`config.mk`:
```
export PLATFORM = sky130hd
export DESIGN_NAME = ex_operand_stage
export DESIGN_NICKNAME = d
export VERILOG_FILES = /design/src/rtl/alu_pkg.sv /design/src/rtl/operand_fwd.sv /design/src/rtl/ex_operand_stage.sv
export SDC_FILE = /design/constraint.sdc
export NUM_CORES = 1
export LEC_CHECK = 0
export BUFFER_PORTS_ARGS = -buffer_cell sky130_fd_sc_hd__clkbuf_2
export CAP_MARGIN = 25
export CORE_MARGIN = 2
export CORE_UTILIZATION = 50
export DETAILED_ROUTE_END_ITERATION = 16
export PLACE_DENSITY = 0.88
export SLEW_MARGIN = 5
export SYNTH_ARGS = -nofsm -noshare
export SYNTH_HDL_FRONTEND = slang
export SYNTH_SLANG_ARGS = --single-unit
```
`constraint.sdc`:
```
create_clock -name clk -period 4.75 [get_ports clk]
set_clock_uncertainty 0.1 [all_clocks]
set_input_delay 0.7125 -clock clk [delete_from_list [all_inputs] [get_ports clk]]
set_output_delay 0.7125 -clock clk [all_outputs]
set_load 0.03 [all_outputs]
```
`src/rtl/alu_pkg.sv`:
```
// Opcode encoding shared by decode, the operand stage and the ALU.
package alu_pkg;

  localparam int ALU_OP_W = 5;

  typedef enum logic [ALU_OP_W-1:0] {
    A_NOP = 5'h00,
    A_ADD = 5'h01,
    A_SUB = 5'h02,
    A_AND = 5'h03,
    A_OR  = 5'h04,
    A_XOR = 5'h05,
    A_NOR = 5'h06
  } alu_op_e;

  // Which source an operand was resolved from; handy when probing the mux.
  typedef enum logic [1:0] {
    FWD_ZERO = 2'd0,
    FWD_EX   = 2'd1,
    FWD_WB   = 2'd2,
    FWD_RF   = 2'd3
  } fwd_sel_e;

endpackage

```
`src/rtl/operand_fwd.sv`:
```
// Operand resolution for one source register: $0, then the instruction
// currently in EX, then the writeback stage, then the register file.
module operand_fwd
  import alu_pkg::*;
#(
  parameter int DATA_W = 32,
  parameter int REG_AW = 5
) (
  input  logic [REG_AW-1:0] addr,
  input  logic [DATA_W-1:0] rf_data,
  input  logic              ex_valid,
  input  logic [REG_AW-1:0] ex_rd,
  input  logic [DATA_W-1:0] ex_data,
  input  logic              wb_we,
  input  logic [REG_AW-1:0] wb_addr,
  input  logic [DATA_W-1:0] wb_data,
  output logic [DATA_W-1:0] data,
  output fwd_sel_e          sel
);

  // Select the youngest producer; EX is younger than WB so it wins.
  always_comb begin
    sel = FWD_RF;
    if (addr == '0) begin
      sel = FWD_ZERO;
    end else if (ex_valid && (ex_rd == addr)) begin
      sel = FWD_EX;
    end else if (wb_we && (wb_addr == addr)) begin
      sel = FWD_WB;
    end
  end

  // Route the selected source onto the operand.
  always_comb begin
    data = rf_data;
    unique case (sel)
      FWD_ZERO: data = '0;
      FWD_EX:   data = ex_data;
      FWD_WB:   data = wb_data;
      FWD_RF:   data = rf_data;
      default:  data = rf_data;
    endcase
  end

endmodule

```
`src/rtl/ex_operand_stage.sv`:
```
// ID/EX pipeline register: accepts decoded instructions, resolves operands
// through EX/WB forwarding at capture and holds them for the ALU.
module ex_operand_stage
  import alu_pkg::*;
#(
  parameter int DATA_W = 32,
  parameter int REG_AW = 5,
  parameter int CNT_W  = 16
) (
  input  logic                clk,
  input  logic                rst,
  input  logic                dec_valid,
  output logic                dec_ready,
  input  logic [ALU_OP_W-1:0] dec_alu_op,
  input  logic [REG_AW-1:0]   dec_rs_addr,
  input  logic [REG_AW-1:0]   dec_rt_addr,
  input  logic [REG_AW-1:0]   dec_rd_addr,
  input  logic [DATA_W-1:0]   dec_rs_data,
  input  logic [DATA_W-1:0]   dec_rt_data,
  input  logic [DATA_W-1:0]   dec_imm,
  input  logic                dec_use_imm,
  input  logic                flush,
  input  logic [DATA_W-1:0]   alu_out,
  input  logic                wb_we,
  input  logic [REG_AW-1:0]   wb_addr,
  input  logic [DATA_W-1:0]   wb_data,
  input  logic                ex_ready,
  output logic                ex_valid,
  output logic [DATA_W-1:0]   alu_a,
  output logic [DATA_W-1:0]   alu_b,
  output logic [ALU_OP_W-1:0] alu_op,
  output logic [REG_AW-1:0]   ex_rd,
  output logic [CNT_W-1:0]    stall_cnt
);

  logic              capture;
  logic              stalled;
  logic [DATA_W-1:0] fwd_a;
  logic [DATA_W-1:0] fwd_b;
  fwd_sel_e          sel_a;
  fwd_sel_e          sel_b;

  assign dec_ready = !ex_valid || ex_ready;
  assign capture   = dec_valid && dec_ready && !flush;
  assign stalled   = ex_valid && !ex_ready;

  // EX forwarding is safe here: capture implies the held instruction leaves
  // this cycle, so alu_out is its final result.
  operand_fwd #(.DATA_W(DATA_W), .REG_AW(REG_AW)) u_fwd_rs (
    .addr     (dec_rs_addr),
    .rf_data  (dec_rs_data),
    .ex_valid (ex_valid),
    .ex_rd    (ex_rd),
    .ex_data  (alu_out),
    .wb_we    (wb_we),
    .wb_addr  (wb_addr),
    .wb_data  (wb_data),
    .data     (fwd_a),
    .sel      (sel_a)
  );

  operand_fwd #(.DATA_W(DATA_W), .REG_AW(REG_AW)) u_fwd_rt (
    .addr     (dec_rt_addr),
    .rf_data  (dec_rt_data),
    .ex_valid (ex_valid),
    .ex_rd    (ex_rd),
    .ex_data  (alu_out),
    .wb_we    (wb_we),
    .wb_addr  (wb_addr),
    .wb_data  (wb_data),
    .data     (fwd_b),
    .sel      (sel_b)
  );

  // Held instruction register: reset > flush > capture > drain > hold.
  always_ff @(posedge clk) begin
    if (rst) begin
      ex_valid <= 1'b0;
      alu_op   <= A_NOP;
      alu_a    <= '0;
      alu_b    <= '0;
      ex_rd    <= '0;
    end else if (flush) begin
      ex_valid <= 1'b0;
      alu_op   <= A_NOP;
    end else if (capture) begin
      ex_valid <= 1'b1;
      alu_op   <= dec_alu_op;
      alu_a    <= fwd_a;
      alu_b    <= dec_use_imm ? dec_imm : fwd_b;
      ex_rd    <= dec_rd_addr;
    end else if (ex_ready) begin
      ex_valid <= 1'b0;
      alu_op   <= A_NOP;
    end
  end

  // Saturating count of cycles the held instruction was blocked downstream.
  always_ff @(posedge clk) begin
    if (rst) begin
      stall_cnt <= '0;
    end else if (stalled && (stall_cnt != '1)) begin
      stall_cnt <= stall_cnt + 1'b1;
    end
  end

endmodule

```
==> flow_metrics.env, run 1 <==
export IMPL_postCtsResizedCells=0
export IMPL_fin_util=0.666
export IMPL_wl_per_cell_um=18.7
export IMPL_die_w_um=110
export IMPL_antenna_left=0
export IMPL_viasPerCell=6.11
export IMPL_cts_tree="built"
export IMPL_dr_pass1_iters=5
export IMPL_core_sq_mm=0.0109
export IMPL_cp_depth=7
export IMPL_p_leak_nw=3.15
export IMPL_pwr_share_seq=0.437
export IMPL_nets=1090
export IMPL_syn_area_per_cell_sq_um=8.64
export IMPL_ys_async_sr_fraction=0
export IMPL_pwr_share_comb=0.251
export IMPL_r2r_end="alu_b[23]$_SDFFE_PP0P_"
export IMPL_fin_crit_sh=0.523
export IMPL_place_congestion=0.837
export IMPL_path_delay_family="simple AND/OR/NAND/NOR gates"
export IMPL_post_place_ws_ns=1.73
export IMPL_grt_start_max_net_pins=119
export IMPL_rrSetupSlack_ns=2.43
export IMPL_synth_edf_count=0
export IMPL_ys_warn_count=0
export IMPL_synthTopCellsByCount="dfxtp_1 (91), mux2i_1 (65), o22ai_1 (64), nor2_1 (50)"
export IMPL_max_freq_mhz=403
export IMPL_synth_area_top_cells="dfxtp_1 (32%), mux2i_1 (12%), o22ai_1 (7.1%)"
export IMPL_critical_path_max_fanout=17
export IMPL_via_count=6364
export IMPL_syn_to_final_growth_pct=29.1
export IMPL_swShare=0.316
export IMPL_fin_cells=1041
export IMPL_finalHoldViolCount=0
export IMPL_drive_gt1_frac=0.364
export IMPL_grt_pass1_vias=5951
export IMPL_clkSinkCount=91
export IMPL_outcome="completed"
export IMPL_grt_usage=0.311
export IMPL_cts_buffer_depth=2
export IMPL_p_int_mw=1.32
export IMPL_place_inst=1022
export IMPL_synth_most_common_cell="dfxtp_1"
export IMPL_drc=0
export IMPL_start_kind="input pin"
export IMPL_synth_nets=843
export IMPL_reg2reg_from="ex_rd[2]$_SDFFE_PP0P_"
export IMPL_power_density_mw_per_mm2=266
export IMPL_cts_max_level=3
export IMPL_synth_seq_area_share=0.324
export IMPL_crit_buf_inv=2
export IMPL_slew_headroom=0.373
export IMPL_numCtsBuffers=9
export IMPL_clk_pin_slew_ns=0.09
export IMPL_finalWirelength_mm=19.4
export IMPL_cp_data_required_time_ns=4.90
export IMPL_hp_class="register to register"
export IMPL_synth_top_cell_area_share=0.324
export IMPL_rows=38
export IMPL_timing_critical_path_slowest_cell_delay_ns=0.63
export IMPL_drv_slew=0
export IMPL_antenna_found_initial=1
export IMPL_vdd_drop_max_uv=233
export IMPL_fillers=932
export IMPL_dpl_cell_area_sq_mm=0.00694
export IMPL_whs_ns=0.401
export IMPL_dieHeight_um=110
export IMPL_grt_pass1_wl_mm=29.3
export IMPL_critPathKind="input pin to register"
export IMPL_crit_path_top_delay_cell="and3_2"
export IMPL_ys_types=52
export IMPL_finalPower_mw=1.93
export IMPL_ios=284
export IMPL_yosysTopAreaCell="dfxtp_1"
export IMPL_endpoint="alu_b[23]$_SDFFE_PP0P_"
export IMPL_finalSetupTns_ns=0
export IMPL_pwr_share_clk=0.311
export IMPL_switchingPower_uw=609
export IMPL_stdcell_area_sq_mm=0.00725
export IMPL_postCtsHoldBufs=0
export IMPL_end_kind="register"
export IMPL_fin_crit_ns=2.48
export IMPL_finalWorstSetupSlack_ns=2.27
export IMPL_drv_cap=0
export IMPL_syn_cell_area_sq_mm=0.00562
export IMPL_rsz0062_at_grt="no"
export IMPL_crit_chain="clkbuf_2, xor2_1, nor4_1, and3_2, buf_16, mux2i_1, o22ai_1"
export IMPL_postCtsSetupRepairBufs=0
export IMPL_clk_latency_ns=0.37
export IMPL_hpwl_mm=13.8
export IMPL_synth_main_ff_cell="dfxtp_1"
export IMPL_reg2reg_depth=6
export IMPL_cp_arrival_ns=2.63
export IMPL_drtIter0Drc=520
export IMPL_root_buffer="clkbuf_8"
export IMPL_initial_core_util=0.516
export IMPL_critical_path_startpoint="dec_rt_addr[0]"
export IMPL_die_area_sq_mm=0.0121
export IMPL_worst_pin_slew_ns=0.939
export IMPL_ys_ff_latch=91
export IMPL_globalRoute_totalOverflow=0
export IMPL_setup_viol=0
export IMPL_portBuffers=283
export IMPL_syn_inst=650
[layout by cell type, fill, tap and decap left out, drive strengths merged, types with 2 or more instances in the layout]
cell	n
nand2	24
mux2i	65
nor2	51
clkbuf	295
inv	36
xor2	9
and3	35
a211oi	2
or4	3
a221oi	32
xnor2	23
o22ai	64
bufinv	2
o21ai	34
nand4	7
or2	2
nor3	4
a2111oi	32
a22oi	32
and4	2
nor4	6
nand3b	5
buf	13
nand3	3
a21oi	15
nor4b	3
dfxtp	91
[per-layer routing]
layer | track usage | vias to the layer above | part of all wire
met2 | 0.528 | 380 | 0.48
met1 | 0.351 | 2938 | 0.38
li1 | - | 2992 | -
met5 | 0 | - | 0
met4 | 0.154 | 0 | 0.032
met3 | 0.0999 | 54 | 0.10
[worst register-to-register path, stage by stage, from the launching register on]
cell and delay, ns:
dfxtp_1 0.44, xnor2_1 0.14, nand4_1 0.18, nor3_4 0.64, buf_4 0.39, a221oi_1 0.14, o22ai_1 0.21
[power groups by stage]
stage / Sequential (mW) / Combinational, mW / Clock, mW
final: 0.844 / 0.485 / 0.600
after global routing: 0.848 / 0.525 / 0.638
after CTS: 0.842 / 0.478 / 0.606
after detailed placement: 0.860 / 0.476 / 0
after global placement: 0.859 / 0.469 / 0
after floorplan: 0.955 / 0.190 / 0
[worst min path at each step]
stage | startpoint | endpoint | slack, ns | depth (start not counted)
global route | alu_op[4]$_SDFFE_PP0P_ | alu_op[4]$_SDFFE_PP0P_ | 0.41 | 2
finish | alu_op[1]$_SDFFE_PP0P_ | alu_op[1]$_SDFFE_PP0P_ | 0.40 | 2
global placement | alu_op[1]$_SDFFE_PP0P_ | alu_op[1]$_SDFFE_PP0P_ | 0.38 | 2
CTS | alu_op[4]$_SDFFE_PP0P_ | alu_op[4]$_SDFFE_PP0P_ | 0.40 | 2
detailed placement | alu_op[3]$_SDFFE_PP0P_ | alu_op[3]$_SDFFE_PP0P_ | 0.38 | 2
floorplan | stall_cnt[9]$_SDFFE_PP0P_ | stall_cnt[9]$_SDFFE_PP0P_ | 0.51 | 2
[logic make-up after synthesis]
logic type | count (synthesis) | share of synthesized area
fa+ha+maj | 1 | 0.00223
compound gates | 216 | 0.274
flops | 91 | 0.324
buf+inv | 96 | 0.0865
simple gates | 149 | 0.148
mux | 65 | 0.116
xor+xnor | 32 | 0.0499
[flip-flops by register name, summed over array words and instances (netlist names)]
name	cells
alu_b	32
alu_a	32
ex_rd	5
alu_op	5
stall_cnt	16
ex_valid	1
[final cells by class]
type	instances	area (sq um)	area share
antenna	1	2.50	0.000345
clock inverter	2	60.1	0.00829
timing repair buffer	296	1580	0.218
inverter	36	138	0.0190
multi-input combinational	463	3320	0.458
sequential	91	1820	0.251
clock buffer	12	155	0.0214
tap	140	175	0.0242
No activity file was read; power rests on OpenSTA's default activity.
==> inputs of run 2 (changes only) <==
--- a/config.mk
+++ b/config.mk
@@ -8,9 +8,9 @@
 export BUFFER_PORTS_ARGS = -buffer_cell sky130_fd_sc_hd__clkbuf_2
 export CAP_MARGIN = 25
 export CORE_MARGIN = 2
-export CORE_UTILIZATION = 50
+export CORE_UTILIZATION = 42
 export DETAILED_ROUTE_END_ITERATION = 16
-export PLACE_DENSITY = 0.88
+export PLACE_DENSITY = 0.79
 export SLEW_MARGIN = 5
 export SYNTH_ARGS = -nofsm -noshare
 export SYNTH_HDL_FRONTEND = slang
==> constraint.sdc (replaced) <==
create_clock -name clk -period 2.17 [get_ports clk]
set_clock_uncertainty 0.1 [all_clocks]
set_input_delay 0.3255 -clock clk [delete_from_list [all_inputs] [get_ports clk]]
set_output_delay 0.3255 -clock clk [all_outputs]
set_load 0.03 [all_outputs]
==> flow_metrics.env, run 2 (synthesized netlist as in run 1, its figures left out) <==
export IMPL_outcome="completed"
export IMPL_nets=1115
export IMPL_numCtsBuffers=9
export IMPL_critical_path_max_fanout=7
export IMPL_grt_usage=0.265
export IMPL_dr_pass1_iters=5
export IMPL_grt_pass1_vias=5809
export IMPL_viasPerCell=5.79
export IMPL_antenna_left=0
export IMPL_drv_slew=0
export IMPL_die_area_sq_mm=0.0143
export IMPL_place_inst=1085
export IMPL_critPathKind="register to register"
export IMPL_cts_max_level=3
export IMPL_place_congestion=0.864
export IMPL_finalWirelength_mm=19.7
export IMPL_worst_pin_slew_ns=0.610
export IMPL_drive_gt1_frac=0.384
export IMPL_final_common_cell="clkbuf_2"
export IMPL_antenna_found_initial=0
export IMPL_fin_crit_sh=0.860
export IMPL_end_kind="register"
export IMPL_fin_cells=1103
export IMPL_whs_ns=0.0974
export IMPL_ios=284
export IMPL_rsz0062_at_grt="no"
export IMPL_cts_tree="built"
export IMPL_finalHoldViolCount=0
export IMPL_clkSinkCount=91
export IMPL_mostFrequentLayoutCells="clkbuf_2 (282), dfxtp_1 (91), mux2i_1 (65), o22ai_1 (64), nor2_1 (50)"
export IMPL_timing_critical_path_slowest_cell_delay_ns=0.45
export IMPL_antenna_cells=0
export IMPL_core_sq_mm=0.0131
export IMPL_max_freq_mhz=536
export IMPL_cp_arrival_ns=2.00
export IMPL_drtIter0Drc=557
export IMPL_reg_top3="alu_a x32, alu_b x32, stall_cnt x16"
export IMPL_portBuffers=283
export IMPL_p_leak_nw=3.35
export IMPL_setup_viol=0
export IMPL_rows=42
export IMPL_root_buffer="clkbuf_16"
export IMPL_via_count=6382
export IMPL_crit_chain="ha_1, inv_1, nor4b_4, a21o_1, mux2i_1, nor2_1"
export IMPL_drv_cap=0
export IMPL_vdd_drop_max_uv=445
export IMPL_crit_path_top_delay_cell="dfxtp_1"
export IMPL_start_kind="register"
export IMPL_cts_buffer_depth=2
export IMPL_grt_pass1_wl_mm=30.3
export IMPL_power_density_mw_per_mm2=593
export IMPL_globalRoute_totalOverflow=0
export IMPL_die_w_um=120
export IMPL_dieHeight_um=120
export IMPL_initial_core_util=0.427
export IMPL_fin_crit_ns=1.87
export IMPL_fillers=1218
export IMPL_hp_class="input pin to register"
export IMPL_cp_data_required_time_ns=2.30
export IMPL_slew_headroom=0.583
export IMPL_wl_per_cell_um=17.8
export IMPL_hpwl_mm=14.5
export IMPL_grt_start_max_net_pins=65
export IMPL_syn_to_final_growth_pct=36.7
export IMPL_drc=0
export IMPL_clk_pin_slew_ns=0.06
export IMPL_clk_latency_ns=0.35
[run 2: changes by cell type in the layout (fill, tap and decap cells not counted), sizes merged]
cell,delta
buf,+26
bufinv,-1
clkbuf,-3
clkinv,+4
clkinvlp,+1
diode,-1
[run 2: critical path, delay by kind of cell, from the launching register on]
kind / cells / cell delay (ns)
flops: 1 / 0.45
buf+inv: 1 / 0.10
simple gates: 2 / 0.35
fa+ha+maj: 1 / 0.25
compound gates: 1 / 0.29
mux: 1 / 0.21
[run 2: power breakdown]
part	leakage [nW]	internal, mW	switching [mW]
Combinational	2.45	0.439	0.665
Sequential	0.745	1.78	0.0592
Clock	0.148	0.924	0.682
[run 2: cell type report]
type / count / area (sq um) / share of cell area
Clock buffer: 10 / 239 / 0.0311
Clock inverter: 6 / 65.1 / 0.00847
Inverter: 36 / 138 / 0.0179
Multi-Input combinational cell: 463 / 3330 / 0.434
Sequential cell: 91 / 1820 / 0.237
Tap cell: 176 / 220 / 0.0287
Timing Repair Buffer: 321 / 1860 / 0.243
[run 2: worst paths after layout]
check | from | cells past startpoint | endpoint | slack (ns)
worst max-delay path | stall_cnt[0]$_SDFFE_PP0P_ | 6 | stall_cnt[1]$_SDFFE_PP0P_ | 0.30
worst min-delay path | dec_alu_op[2] | 3 | alu_op[2]$_SDFFE_PP0P_ | 0.1
worst max register to register | stall_cnt[0]$_SDFFE_PP0P_ | 6 | stall_cnt[1]$_SDFFE_PP0P_ | 0.30
worst min register to register | alu_op[2]$_SDFFE_PP0P_ | 2 | alu_op[2]$_SDFFE_PP0P_ | 0.39
[run 2: repair_timing]
| action | CTS | global route |
|---|---|---|
| setup endpoints to repair | 0 | 26 |
| resized for setup | 0 | 1 |
| buffers inserted | 0 | 2 |
| hold buffers | 0 | 0 |
[run 2: per-layer routing]
layer | track usage | vias up | part of all wire
met5 | 0 | - | 0
met4 | 0.0956 | 0 | 0.022
met3 | 0.0760 | 36 | 0.087
met2 | 0.458 | 313 | 0.49
met1 | 0.312 | 2986 | 0.40
li1 | - | 3047 | -
[run 2: per-stage QoR]
stage                     utilization  cell area, sq um  setup TNS [ns]  power (mW)  setup slack [ns]
after CTS                       0.583              7660               0        4.58           0.00723
after global routing            0.584              7680               0        4.73            0.0852
final                           0.584              7680               0        4.55             0.304
after floorplan                     -              5620               0        2.51             0.113
after detailed placement        0.560              7350          -0.805        2.97           -0.0922
after global placement          0.560              7350          -0.534        2.96           -0.0588
